File: src/rtl/instr_decode_stage.sv
// rtl/instr_decode_stage.sv - decode pipeline stage with one-hot select, load-use bubble and HALT hold
//
// Optional feature macro: DECODE_STATS_EN
//   defined   : stat_instr / stat_bubble count accepted instructions / transferred bubbles
//   undefined : counters absent, both outputs tied to 0
//
// Ports:
//   clk, reset_n              clock, asynchronous active-low reset
//   in_valid, in_ready, instr fetch-side handshake and 32-bit instruction
//   out_valid, out_ready      execute-side handshake
//   select                    one-hot operation select (SEL_W bits)
//   rs1, rs2, rd, imm16       register indices and raw immediate
//   flush                     drop held bundle and pending bubble
//   resume                    leave HALT
//   illegal                   one-cycle pulse when an illegal opcode is accepted
//   halted                    high while in HALT
//   stat_instr, stat_bubble   statistics counters (CNT_W bits)

module instr_decode_stage #(
  parameter int SEL_W = 20,
  parameter int OPC_W = 6,
  parameter int CNT_W = 16
) (
  input  logic             clk,
  input  logic             reset_n,
  input  logic             in_valid,
  output logic             in_ready,
  input  logic [31:0]      instr,
  output logic             out_valid,
  input  logic             out_ready,
  output logic [SEL_W-1:0] select,
  output logic [4:0]       rs1,
  output logic [4:0]       rs2,
  output logic [4:0]       rd,
  output logic [15:0]      imm16,
  input  logic             flush,
  input  logic             resume,
  output logic             illegal,
  output logic             halted,
  output logic [CNT_W-1:0] stat_instr,
  output logic [CNT_W-1:0] stat_bubble
);

  localparam int OP_LOAD = 2;
  localparam int OP_NOP  = 11;
  localparam int OP_HALT = 17;

  localparam logic [OPC_W-1:0] NUM_OPS = OPC_W'(SEL_W);
  localparam logic [SEL_W-1:0] NOP_SEL = SEL_W'(1) << OP_NOP;

  typedef enum logic {ST_RUN, ST_HALT} state_t;

  state_t state_q, state_d;

  logic             bubble_pend;
  logic             ld_live_q;   // a LOAD with rd!=0 transferred last cycle and the slot emptied
  logic [4:0]       ld_rd_q;

  logic [OPC_W-1:0] opc;
  logic [4:0]       in_rs1, in_rs2, dec_rd;
  logic             legal, r_type;
  logic [SEL_W-1:0] dec_sel;
  logic             held_load, haz_on, hazard;
  logic [4:0]       haz_rd;
  logic             slot_free, base_ready, accept, take, insert_bubble, xfer;

  assign opc    = instr[31:26];
  assign in_rs1 = instr[25:21];
  assign in_rs2 = instr[20:16];
  assign legal  = (opc < NUM_OPS);

  always_comb begin
    dec_sel = '0;
    for (int i = 0; i < SEL_W; i++) begin
      dec_sel[i] = legal && (opc == OPC_W'(i));
    end
    if (!legal) begin
      dec_sel = NOP_SEL;
    end
  end

  always_comb begin
    r_type = 1'b0;
    case (opc)
      OPC_W'(0), OPC_W'(1), OPC_W'(4), OPC_W'(5),
      OPC_W'(6), OPC_W'(12), OPC_W'(18), OPC_W'(19): r_type = 1'b1;
      default: r_type = 1'b0;
    endcase
  end

  assign dec_rd = r_type ? instr[15:11] : instr[20:16];

  // The load whose result may be needed is either the bundle still in the
  // output register, or the one that left it on the previous edge.
  assign held_load = out_valid && select[OP_LOAD] && (rd != 5'd0);
  assign haz_on    = out_valid ? held_load : ld_live_q;
  assign haz_rd    = out_valid ? rd : ld_rd_q;
  assign hazard    = legal && haz_on && ((in_rs1 == haz_rd) || (in_rs2 == haz_rd));

  assign slot_free  = !out_valid || out_ready;
  assign base_ready = (state_q == ST_RUN) && !bubble_pend && slot_free;
  // A hazardous instruction is not consumed, so ready is withheld for it.
  assign in_ready      = base_ready && !hazard;
  assign accept        = in_valid && in_ready;
  assign take          = accept && !flush;
  assign insert_bubble = in_valid && base_ready && hazard && !flush;
  assign xfer          = out_valid && out_ready;

  assign halted = (state_q == ST_HALT);

  always_ff @(posedge clk or negedge reset_n) begin
    if (!reset_n) begin
      state_q <= ST_RUN;
    end else begin
      state_q <= state_d;
    end
  end

  always_comb begin
    state_d = state_q;
    case (state_q)
      ST_RUN:  if (take && (opc == OPC_W'(OP_HALT))) state_d = ST_HALT;
      ST_HALT: if (resume) state_d = ST_RUN;
      default: state_d = ST_RUN;
    endcase
  end

  always_ff @(posedge clk or negedge reset_n) begin
    if (!reset_n) begin
      out_valid   <= 1'b0;
      select      <= '0;
      rs1         <= '0;
      rs2         <= '0;
      rd          <= '0;
      imm16       <= '0;
      illegal     <= 1'b0;
      bubble_pend <= 1'b0;
      ld_live_q   <= 1'b0;
      ld_rd_q     <= '0;
    end else begin
      illegal   <= take && !legal;
      ld_live_q <= !flush && xfer && held_load;
      ld_rd_q   <= rd;
      if (flush) begin
        out_valid   <= 1'b0;
        bubble_pend <= 1'b0;
      end else if (take) begin
        out_valid <= 1'b1;
        select    <= dec_sel;
        rs1       <= in_rs1;
        rs2       <= in_rs2;
        rd        <= dec_rd;
        imm16     <= instr[15:0];
      end else if (insert_bubble) begin
        out_valid   <= 1'b1;
        bubble_pend <= 1'b1;
        select      <= NOP_SEL;
        rs1         <= '0;
        rs2         <= '0;
        rd          <= '0;
        imm16       <= '0;
      end else if (xfer) begin
        out_valid   <= 1'b0;
        bubble_pend <= 1'b0;
      end
    end
  end

`ifdef DECODE_STATS_EN
  always_ff @(posedge clk or negedge reset_n) begin
    if (!reset_n) begin
      stat_instr  <= '0;
      stat_bubble <= '0;
    end else begin
      if (take) begin
        stat_instr <= stat_instr + CNT_W'(1);
      end
      if (xfer && bubble_pend) begin
        stat_bubble <= stat_bubble + CNT_W'(1);
      end
    end
  end
`else
  assign stat_instr  = '0;
  assign stat_bubble = '0;
`endif

endmodule

File: config.mk
export PLATFORM = sky130hd
export DESIGN_NAME = instr_decode_stage
export DESIGN_NICKNAME = d
export VERILOG_FILES = /design/src/rtl/instr_decode_stage.sv
export SDC_FILE = /design/constraint.sdc
export NUM_CORES = 1
export LEC_CHECK = 0
export BUFFER_PORTS_ARGS = -buffer_cell sky130_fd_sc_hd__buf_2
export CAP_MARGIN = 20
export CORE_MARGIN = 3
export CORE_UTILIZATION = 47
export DETAILED_ROUTE_END_ITERATION = 10
export GPL_ROUTABILITY_DRIVEN = 0
export PLACE_DENSITY = 0.84
export SETUP_SLACK_MARGIN = 0.02
export SYNTH_ARGS = -nofsm -noshare
export SYNTH_HDL_FRONTEND = slang
export SYNTH_SLANG_ARGS = --single-unit
File: constraint.sdc
create_clock -name clk -period 2.47 [get_ports clk]
set_input_delay 0.3705 -clock clk [delete_from_list [all_inputs] [get_ports clk]]
set_output_delay 0.3705 -clock clk [all_outputs]
set_load 0.05 [all_outputs]
# Yosys cells after proc, flatten, opt, wreduce, memory -nomap -nowiden
# Memories as Yosys holds them, arrays and structs flattened.
# Index checks and enable logic that the tools add are counted.
# op_classes
magnitude_cmp,1
n_eq_ne,22
muxes,22
bitwise,2
n_reduce_logical,51
# ops
op,count
$mux W20,3
$eq A6 B4 Y1 const B,8
$logic_and A1 B1 Y1,37
$mux W16,2
$mux W5,6
$eq A6 B3 Y1 const B,4
$eq A6 B5 Y1 const B,4
$eq A6 B2 Y1 const B,2
$eq A5 B5 Y1,2
$mux W1,10
$eq A6 B1 Y1 const B,1
$logic_not A6 Y1,1
$lt A6 B5 Y1 const B,1
$logic_not A1 Y1,5
$reduce_bool A5 Y1,1
$reduce_and A2 Y1,2
$reduce_bool A4 Y1,1
$reduce_bool A3 Y1,1
$logic_or A1 B1 Y1,2
$ne A2 B2 Y1 const B,1
$not A1 Y1,2
$pmux W1 S2,1
$reduce_bool A2 Y1,1
# word_totals
register_bits,61
mem_bits_ro,32
output_inout_bits,87
wordCells,110
mem_count,1
# memory_table
memory,depth,width,read_ports,rd_clocked_by_memory_dff,write_ports,line_no,text
(name not given),32,1,1,0,0,84,case (opc)

# Depth between registers and ports, before layout
# depth
depth_word,12
ltp_mapped,9

# Worst setup path after synthesis
# OpenSTA, ideal clock, no wires.
# synth_path
path_kind,reg-to-output
startpoint,reg rd[1]
endpoint,out in_ready
arrival_time_ns,2.410
setup_slack_ns,-0.310
stages_incl_launch_ff,8
n_path_buf,1
cell_sequence,dfrtp_1 > or4_1 > nor2_1 > a21oi_1 > nand4_1 > nand2_1 > buf_2 > nor2_1
# synth_between
elab_chain_len,7
# synth_lines
item,line_no,text
start: declaration,34,"output logic [4:0] rd,"
start signal: assignment,152,rd <= dec_rd;
$reduce_bool A5 Y1,95,assign held_load = out_valid && select[OP_LOAD] && (rd != 5'd0);
$logic_and A1 B1 Y1,95,
$mux W1,96,assign haz_on = out_valid ? held_load : ld_live_q;
$logic_and A1 B1 Y1,98,assign hazard = legal && haz_on && ((in_rs1 == haz_rd) || (in_rs2 == haz_rd));
$logic_and A1 B1 Y1 *,98,
$logic_not A1 Y1 *,103,assign in_ready = base_ready && !hazard;
$logic_and A1 B1 Y1 *,103,
end: declaration,27,"output logic in_ready,"
# Mark *: on every way between the ends. The rest lies on a longest branch, timed or not.

# Final worst setup path
# layout_path
startpoint,reg out_valid
endpoint,out in_ready
# layout_between
elab_chain_len,7
# layout_lines
item,line_no,text
start: declaration,29,"output logic out_valid,"
start signal: assignment,130,out_valid <= 1'b0;
start signal: assignment,145,out_valid <= 1'b0;
start signal: assignment,148,out_valid <= 1'b1;
"parallel branches: the longest is 6 deep, another holds $mux W5",--,
$logic_and A1 B1 Y1 *,103,
# Mark *: on every way between the ends.

==> flow_summary.yaml <==
outcome:
  outcome: "complete, no violations"
timing:
  setup_ws_ps: 51.7
  slew_headroom_pct: 49.4
  min_period_over_period_pct: 97.9
  clock_skew_ps: 8.76
  period_minus_slack_ps: 2420
  hold_violations: 0
  setup_viol: 0
  slew_violations: 0
  max_freq_ghz: 0.414
  finalSetupTns_ps: 0
  worst_slew_pin_slew_ps: 748
final_layout:
  drive_gt1_share_pct: 36.0
  mostFrequentLayoutCells: "buf_2, dfrtp_1, conb_1"
  area_delta_synth_final_pct: 22.9
  antennaDiodeCount: 0
  final_common_cell: "buf_2"
  nNetsFinal: 388
  postLayoutCoreUtil_pct: 61.7
  fin_cells: 425
placed_design:
  dp_hpwl_um: 4980
  dp_cells: 406
  port-buffer-count: 92
  place_ws_ps: 2.46
cts:
  clock-root-buffer: "clkbuf_8"
  hold_buffers: 0
  clock-sinks: 61
  cts_tree: "done"
  cts.clk_slew.worst_paths_ps: 60
  cts_made_buffers: 9
  cts-htree-levels: 3
  cts_buffer_depth: 2
  clk_latency_ps: 330
synth:
  ys.warnings.count: 0
  synth-main-ff-cell: "dfrtp_1"
  syn-instance-count: 251
  synth_edf_count: 0
  ys_seq_area_share_pct: 53.3
  ys_ff_latch: 61
  syn_avg_cell_area_um2: 11.4
  synthArstFlopShare_pct: 100
  syn_area_um2: 2870
  ys_types: 36
global_route:
  grt.total_usage_pct: 19.9
  antenna_found_initial: 0
  grt_max_degree: 60
  gr-total-overflow: 0
  grt_pass1_wl_um: 11200
  grt_pass1_vias: 2220
route:
  vias: 2244
  drtIter0Drc: 184
  vias_per_cell: 5.28
  wl_um: 6950
  drc: 0
  avgRoutedWirePerCell_um: 16.3
  postRouteAntennaNets: 0
  first_pass_iters: 4
pwr:
  p_leak_nw: 1.82
  ir_drop_uv: 393
  power.total_w: 0.00282
  power_density_nw_per_um2: 800
worst_setup_path:
  startpoint_type: "flip-flop"
  arrival_ps: 2050
  crit_path_max_fanout: 5
  worstSetupEndpointType: "primary output"
  slowest_delay_ps: 420
  slowest_stage: "dfrtp_2"
  r2r-end: "select[3]$_DFFE_PN0P_"
  reg2reg_depth: 8
  r2r_slack_ps: 190
  r2r-start: "out_valid$_DFFE_PN0P_"
  cp.required_ps: 2100
  criticalPathCategory: "reg -> out"
  worstPathCellList: "buf_2 -> mux2i_1 -> a211o_1 -> a21oi_1 -> nand4_1 -> nand2_2 -> nor2_4 -> buf_8"
die:
  die-area_um2: 7070
  die_h_um: 84.1
  coreArea_um2: 5710
  io_pins: 125
  rows: 27
  start_util_pct: 50.2
  dieWidth_um: 84.1
job:
  max_cap_viol_count: 0
min_path:
  hp-class: "in -> async"
[worst max-delay path by stage]
stage | start | to | depth (start not counted)
after floorplan | rd[1]$_DFFE_PN0P_ | in_ready | 7
after global placement | out_valid$_DFFE_PN0P_ | imm16[5]$_DFFE_PN0P_ | 6
after detailed placement | out_valid$_DFFE_PN0P_ | imm16[1]$_DFFE_PN0P_ | 6
after CTS | rd[2]$_DFFE_PN0P_ | in_ready | 7
after global routing | out_valid$_DFFE_PN0P_ | in_ready | 8
final | out_valid$_DFFE_PN0P_ | in_ready | 8
[worst max-delay path, delay by kind of cell (launching register included)]
| family | cells | cell delay [ps] |
|---|---|---|
| compound gates | 2 | 480 |
| buf+inv | 2 | 310 |
| flops | 1 | 420 |
| mux | 1 | 130 |
| simple gates | 3 | 370 |
[cell usage after synthesis, types with 2 or more instances]
master    count  area share [%]
nand4_1       3            0.65
a21oi_1       3            0.52
and2_1        2            0.44
o31ai_1       7             1.8
o21ai_0       7             1.2
nor2b_1       4            0.87
nand2b_1      4            0.87
nand3_1       7             1.2
nand2_1      19             2.5
nor4b_1       2            0.61
mux2i_1       9             3.1
nor3_1        2            0.35
buf_2         2            0.35
buf_6         4             1.6
a32o_1       12             4.2
dfrtp_1      61              53
a22o_1       26             7.9
mux2i_2       2            0.96
clkbuf_1      9             1.2
buf_4        32             8.4
nor2_1       11             1.4
xnor2_1       7             2.1
xor2_1        3            0.92
[through the flow]
stage | instance area (um2) | hold WS [ps]
after floorplan | 2990 | 74.9
after global placement | 3260 | 409
after detailed placement | 3260 | 440
after CTS | 3460 | 98.3
after global routing | 3520 | 131
final | 3520 | 81.9
[cell type report]
class / count / area [um2]
Timing Repair Buffer: 104 / 571
Fill cell: 477 / 2190
Tap cell: 72 / 90.1
Sequential cell: 61 / 1530
Multi-Input combinational cell: 174 / 1150
Clock buffer: 13 / 179
Clock inverter: 1 / 5.00
[repair_timing]
item | in CTS | in global routing
endpoints found under the setup margin | 27 | 27
endpoints found under the hold margin | 0 | 0
buffers inserted | 0 | 5
pin swaps | 0 | 3
resized for setup | 3 | 6
[power breakdown]
group	switching (W)	leakage (nW)	internal (W)
registers	0.0000602	0.788	0.00110
clock network	0.000364	0.0974	0.000461
logic	0.000617	0.934	0.000217
total	0.00104	1.82	0.00178
[metal layers]
metal | vias to the layer above | wire, um | global-route usage [%]
li1 | 1037 | - | -
met1 | 1100 | 2990 | 26.2
met2 | 97 | 3340 | 30.6
met3 | 10 | 509 | 4.44
met4 | 0 | 107 | 10.2
met5 | - | 0 | 0
[registers in the layout (all words and copies together) (netlist names)]
name         flops
rs2              5
ld_rd_q          5
rd               5
ld_live_q        1
select          20
illegal          1
rs1              5
bubble_pend      1
out_valid        1
halted           1
imm16           16
[cells by family after synthesis]
group	share of synthesized area [%]
and+or+nand+nor	11.1
DFF	53.3
AOI/OAI and AO/OA	16.5
buffers and inverters	11.5
muxes	4.10
xor gates and xnor gates	3.06
adders and majority gates	0.349
other	0.131
Note: power is estimated with default switching activity, not from simulation.
